`config.mk`:
```
export PLATFORM = sky130hd
export DESIGN_NAME = role_motion_ctrl_flat
export DESIGN_NICKNAME = d
export VERILOG_FILES = /design/src/rtl/role_motion_if.sv /design/src/rtl/role_motion_ctrl.sv /design/src/flat_wrapper.sv
export SDC_FILE = /design/constraint.sdc
export NUM_CORES = 1
export LEC_CHECK = 0
export CAP_MARGIN = 15
export CORE_ASPECT_RATIO = 1.4
export CORE_UTILIZATION = 40
export CTS_CLUSTER_SIZE = 20
export DETAILED_ROUTE_END_ITERATION = 16
export SLEW_MARGIN = 10
export SYNTH_ARGS = -nofsm -noshare
export SYNTH_HDL_FRONTEND = slang
export SYNTH_SLANG_ARGS = --single-unit
```
`constraint.sdc`:
```
create_clock -name clk -period 4 [get_ports clk]
set_clock_uncertainty 0.05 [all_clocks]
set_input_delay 0.6 -clock clk [delete_from_list [all_inputs] [get_ports clk]]
set_output_delay 0.6 -clock clk [all_outputs]
set_load 0.01 [all_outputs]
```
`src/rtl/role_motion_if.sv`:
```
// role_motion_if: control inputs and position/hitbox outputs of the role motion controller.
interface role_motion_if;
  logic tick;
  logic stop;
  logic jump_btn;
  logic duck_btn;
  logic [9:0] point_x;
  logic [9:0] point_y;
  logic [7:0] role_h;
  logic [1:0] state;
  logic airborne;
  modport master (
    output tick, stop, jump_btn, duck_btn,
    input point_x, point_y, role_h, state, airborne
  );
  modport slave (
    input tick, stop, jump_btn, duck_btn,
    output point_x, point_y, role_h, state, airborne
  );
endinterface

```
`src/rtl/role_motion_ctrl.sv`:
```
// role_motion_ctrl: tick-driven gravity jump, multi-jump, duck and landing control of the player role.
// Define ROLE_FAST_FALL_EN to make duck_btn in the air apply double gravity.
module role_motion_ctrl #(
  parameter int X_POS = 10,
  parameter int GROUND_Y = 400,
  parameter int ROLE_H = 43,
  parameter int DUCK_H = 26,
  parameter int JUMP_V0 = 12,
  parameter int GRAVITY = 1,
  parameter int MAX_JUMPS = 2,
  parameter int VEL_W = 8
) (
  input logic clk,
  input logic rst,
  role_motion_if.slave bus
);
  typedef enum logic [1:0] {RUN, AIR, DUCK, LAND} state_t;
  localparam logic [9:0] STAND_Y = 10'(GROUND_Y - ROLE_H);
  localparam logic [9:0] DUCK_Y = 10'(GROUND_Y - DUCK_H);
  localparam logic signed [VEL_W+1:0] STAND_YS = (VEL_W+2)'(GROUND_Y - ROLE_H);
  localparam logic signed [VEL_W-1:0] V0 = VEL_W'(JUMP_V0);
  localparam logic signed [VEL_W:0] VMIN = {2'b11, {(VEL_W-1){1'b0}}};
  localparam logic [1:0] MAXJ = 2'(MAX_JUMPS);
  state_t st;
  logic [9:0] y;
  logic [7:0] h;
  logic signed [VEL_W-1:0] vel;
  logic [1:0] jumps_used;
  logic jump_pend;
  logic jump_btn_d;
  logic signed [VEL_W:0] grav;
  logic signed [VEL_W:0] vel_dec;
  logic signed [VEL_W-1:0] vel_sat;
  logic signed [VEL_W+1:0] y_next;
  logic do_tick;
  logic consume;
`ifdef ROLE_FAST_FALL_EN
  assign grav = (VEL_W+1)'(bus.duck_btn ? 2 * GRAVITY : GRAVITY);
`else
  assign grav = (VEL_W+1)'(GRAVITY);
`endif
  assign vel_dec = (VEL_W+1)'(vel) - grav;
  assign vel_sat = (vel_dec < VMIN) ? VMIN[VEL_W-1:0] : vel_dec[VEL_W-1:0];
  assign y_next = $signed((VEL_W+2)'(y)) - (VEL_W+2)'(vel);
  assign do_tick = bus.tick & ~bus.stop;
  // LAND keeps a pending jump so the following RUN tick launches it
  assign consume = do_tick & (st != LAND);
  always_ff @(posedge clk or negedge rst)
    if (!rst) begin
      st <= RUN;
      y <= STAND_Y;
      h <= 8'(ROLE_H);
      vel <= '0;
      jumps_used <= '0;
      jump_pend <= 1'b0;
      jump_btn_d <= 1'b0;
    end else begin
      jump_btn_d <= bus.jump_btn;
      jump_pend <= ~bus.stop & ((bus.jump_btn & ~jump_btn_d) | (jump_pend & ~consume));
      if (do_tick)
        unique case (st)
          RUN, DUCK:
            if (jump_pend) begin
              st <= AIR;
              y <= STAND_Y;
              h <= 8'(ROLE_H);
              vel <= V0;
              jumps_used <= 2'd1;
            end else if (bus.duck_btn) begin
              st <= DUCK;
              y <= DUCK_Y;
              h <= 8'(DUCK_H);
            end else begin
              st <= RUN;
              y <= STAND_Y;
              h <= 8'(ROLE_H);
            end
          AIR:
            if (jump_pend && jumps_used < MAXJ) begin
              vel <= V0;
              jumps_used <= jumps_used + 2'd1;
            end else if (y_next[VEL_W+1]) begin
              y <= '0;
              vel <= '0;
            end else if (y_next >= STAND_YS) begin
              st <= LAND;
              y <= STAND_Y;
              vel <= '0;
              jumps_used <= '0;
            end else begin
              y <= 10'(y_next);
              vel <= vel_sat;
            end
          LAND: st <= RUN;
        endcase
    end
  assign bus.point_x = 10'(X_POS);
  assign bus.point_y = y;
  assign bus.role_h = h;
  assign bus.state = st;
  assign bus.airborne = (st == AIR);
endmodule

```
`src/flat_wrapper.sv`:
```
// flat-port wrapper written by rule: the top's interface ports become plain ports
module role_motion_ctrl_flat 
#(
  parameter int X_POS = 10,
  parameter int GROUND_Y = 400,
  parameter int ROLE_H = 43,
  parameter int DUCK_H = 26,
  parameter int JUMP_V0 = 12,
  parameter int GRAVITY = 1,
  parameter int MAX_JUMPS = 2,
  parameter int VEL_W = 8
)
  (clk, rst, bus_tick, bus_stop, bus_jump_btn, bus_duck_btn, bus_point_x, bus_point_y, bus_role_h, bus_state, bus_airborne);
  role_motion_if bus_i ();
  input logic clk;
  input logic rst;
  input wire logic [$bits(bus_i.tick)-1:0] bus_tick;
  input wire logic [$bits(bus_i.stop)-1:0] bus_stop;
  input wire logic [$bits(bus_i.jump_btn)-1:0] bus_jump_btn;
  input wire logic [$bits(bus_i.duck_btn)-1:0] bus_duck_btn;
  output wire logic [$bits(bus_i.point_x)-1:0] bus_point_x;
  output wire logic [$bits(bus_i.point_y)-1:0] bus_point_y;
  output wire logic [$bits(bus_i.role_h)-1:0] bus_role_h;
  output wire logic [$bits(bus_i.state)-1:0] bus_state;
  output wire logic [$bits(bus_i.airborne)-1:0] bus_airborne;
  assign bus_i.tick = bus_tick;
  assign bus_i.stop = bus_stop;
  assign bus_i.jump_btn = bus_jump_btn;
  assign bus_i.duck_btn = bus_duck_btn;
  assign bus_point_x = bus_i.point_x;
  assign bus_point_y = bus_i.point_y;
  assign bus_role_h = bus_i.role_h;
  assign bus_state = bus_i.state;
  assign bus_airborne = bus_i.airborne;
  role_motion_ctrl #(.X_POS(X_POS), .GROUND_Y(GROUND_Y), .ROLE_H(ROLE_H), .DUCK_H(DUCK_H), .JUMP_V0(JUMP_V0), .GRAVITY(GRAVITY), .MAX_JUMPS(MAX_JUMPS), .VEL_W(VEL_W)) u_core (.clk(clk), .rst(rst), .bus(bus_i));
endmodule
```
==> run summary <==
Synthesized area - 0.00204 mm2
HP Class - reg2reg
Element type at the critical path end - register
WHS Endpoint - u_core.bus.point_y[5]$_DFFE_PN1P_
Core Region - 0.00488 mm2
Die width - 62.4 um
RSZ-0062 raised after global routing - false
Hold path depth - 2
CTS tree - built
Total Die Area - 0.00540 mm2
Antenna diode count - 0
Hold buffer count at cts - 0
Clock slew at reported path FFs - 90 ps
Warnings, synthesis - 0
CP delay by family, top - compound AO/OA/AOI/OAI gates
Fin. Hold Viols - 0
Net total in the final layout - 276
Flop2flop setup slack - 670 ps
Ys async rst share - 1.00
Post-synth top area share - 0.233
Yosys cell types - 63
Port bufs - 20
FF-to-FF path depth - 10
Post-route ant nets - 0
Total grt overflow - 0
Vias - 1,740
Setup WS pre-CTS - 753 ps
Most frequent cells in the layout - 26 x nor2_1, 20 x clkdlybuf4s50_1, 19 x dfrtp_1, 18 x nand2_1, 16 x conb_1
1st-iter DRT viols - 109
First-pass GRT wire length - 8280 um
Clock power frac - 0.069
GRT Total Usage - 0.197
HP Start - u_core.bus.point_y[5]$_DFFE_PN1P_
Drt pass-1 iters - 4
Slowest cell delay on critical path - 620 ps
RR Startpoint - u_core.bus.point_y[0]$_DFFE_PN1P_
CTS sink count - 25
Top_reg_cell synth - dfrtp_1
I/O pins - 37
Min cycle time layout - 3330 ps
Seq pwr share - 0.213
Syn Area/Cell - 8.58 um2
Share of cells above drive strength 1 - 0.105
MaxCap Viol Count - 0
Internal power - 1.10 mW
Area leader, netlist - dfrtp_1
Skew-Pair Late Insertion Delay - 270 ps
EDFF count, synth - 0
Status - completed
# Post-CTS Setup Buffers - 0
Vias in the first global route - 1,711
# DRC - 0
Peak supply drop - 0.469 mV
Least-Margin Pin Slew - 714 ps
CP Max Fanout - 14
Tcrit/Tclk final - 0.833
Slew margin rel. - 0.522
Sw Pwr - 1.14 mW
Longest Clk Path Bufs - 2
FF+latch count, synth - 25
CTS H-tree depth - 1
Antenna violations before repair - 0
Leak - 0.954 nW
Initial core utilization - 0.418
DR WL/cell - 15.2 um
Synthesis-to-finish area growth - 12.4%
Reg2Reg Capture Point - u_core.vel[7]$_DFFE_PN0P_
Pwr dens - 980 mW/mm2
CP Cell Sequence - inv_1, ha_1, fa_1, nand2b_1, a21oi_1, a311oi_1, xor2_1, a211oi_4, nor3_1, o22a_1
Post-synthesis sequential area ratio - 0.310
Root buf cell - clkbuf_8
Max Freq - 300 MHz
Slew Limit Fails - 0
Largest net degree at the start of global routing - 26
Switching share of power - 0.509
Worst Setup Start Kind - register
Placer congestion estimate - 0.793
Hpwl dp - 3800 um
Commonest non-fill, non-tap cell in the layout - nor2_1
Row cnt - 30
Cells resized by post-CTS repair - 0
Cell count after synthesis - 238
Total CTS buffers - 3
Die height - 86.5 um
WP data required - 4120 ps
Final setup margin - 667 ps
Final wirelength - 4890 um
Power share of the combinational group - 0.718
Setup CP Type - reg2reg
WP data arrival - 3450 ps
Area contributors post-synth - dfrtp_1 23%, dfstp_2 7.7%, buf_4 6.3%, ha_1 6.1%, nor2_1 4.8%
Crit path buf inv count - 1
Crit-path slowest cell - a211oi_4
Vias per cell - 5.40
Final setup viols - 0
Setup_tns - 0 ps
area by class of cell:
type | instances | area (um2)
fill | 516 | 2580
clock buffer | 4 | 45.0
timing repair buffer | 24 | 230
inverter | 14 | 52.6
multi-input combinational | 191 | 1250
sequential | 25 | 633
tap | 64 | 80.1
power groups by stage:
| stage | sequential (mW) | combinational [mW] | clock [mW] |
|---|---|---|---|
| 6_report | 0.479 | 1.61 | 0.156 |
| 5_1_grt | 0.500 | 1.79 | 0.170 |
| 4_1_cts | 0.479 | 1.61 | 0.163 |
| 3_5_place_dp | 0.484 | 1.60 | 0 |
| 3_3_place_gp | 0.483 | 1.58 | 0 |
| 2_1_floorplan | 0.471 | 1.23 | 0 |
tightest hold or removal path, cell delays in order, from the launching register on:
cell      delay (ps)
dfstp_2          390
nor2_1            90
a221oi_1          50
stage by stage:
| stage | hold slack (ps) | instance area [um2] | util | power [mW] | instances |
|---|---|---|---|---|---|
| global route | 496 | 2290 | 0.470 | 2.46 | 322 |
| global placement | 453 | 2250 | 0.461 | 2.06 | 318 |
| finish | 482 | 2290 | 0.470 | 2.25 | 322 |
| floorplan | 254 | 2090 | - | 1.70 | 252 |
| CTS | 480 | 2290 | 0.470 | 2.25 | 322 |
| detailed placement | 467 | 2250 | 0.461 | 2.08 | 318 |
registers in the layout, indices dropped and copies added, names as in the netlist:
register and flops:
u_core.vel 8, u_core.bus.state 2, u_core.jumps_used 2, u_core.jump_pend 1, u_core.bus.point_y 9, u_core.bus.role_h 2
u_core.jump_btn_d 1
cells by family after synthesis:
family	Yosys count	share of synthesized area
buffers and inverters	36	0.102
xor gates and xnor gates	5	0.0214
muxes	3	0.0159
adders and majority gates	11	0.0711
DFF	25	0.310
and+or+nand+nor	87	0.223
AOI/OAI and AO/OA	69	0.253
other	2	0.00368
synthesized netlist by cell type, types with 3 or more instances:
cell type and number:
a21oi_1 8, o21ai_0 15, ha_1 10, nor3_1 6, nand2b_1 7, nor2_1 26
o22a_1 3, nand3_1 4, a221oi_1 3, inv_1 13, a21o_1 3, a211oi_1 5
dfstp_2 6, nor2b_1 8, nand2_1 18, xor2_1 3, buf_4 17, o21a_1 3
dfrtp_1 19, o31ai_1 4
layer usage:
layer	global-route usage	up-vias	routed length (um)
met2	0.361	32	2570
met3	0.0118	7	89
met1	0.240	835	2140
met4	0.0782	0	86
li1	-	866	-
met5	0	-	0
how the worst max path moves through the flow:
stage / startpoint / end / cells after the start
after floorplan: u_core.bus.point_y[0]$_DFFE_PN1P_ / u_core.vel[6]$_DFFE_PN0P_ / 11
after global placement: u_core.bus.point_y[0]$_DFFE_PN1P_ / u_core.vel[7]$_DFFE_PN0P_ / 10
after detailed placement: u_core.bus.point_y[0]$_DFFE_PN1P_ / u_core.vel[7]$_DFFE_PN0P_ / 10
after CTS: u_core.bus.point_y[0]$_DFFE_PN1P_ / u_core.bus.state[1]$_DFFE_PN0P_ / 10
after global routing: u_core.bus.point_y[0]$_DFFE_PN1P_ / u_core.bus.state[1]$_DFFE_PN0P_ / 10
final: u_core.bus.point_y[0]$_DFFE_PN1P_ / u_core.vel[7]$_DFFE_PN0P_ / 10
No activity file was read; power rests on OpenSTA's default activity.
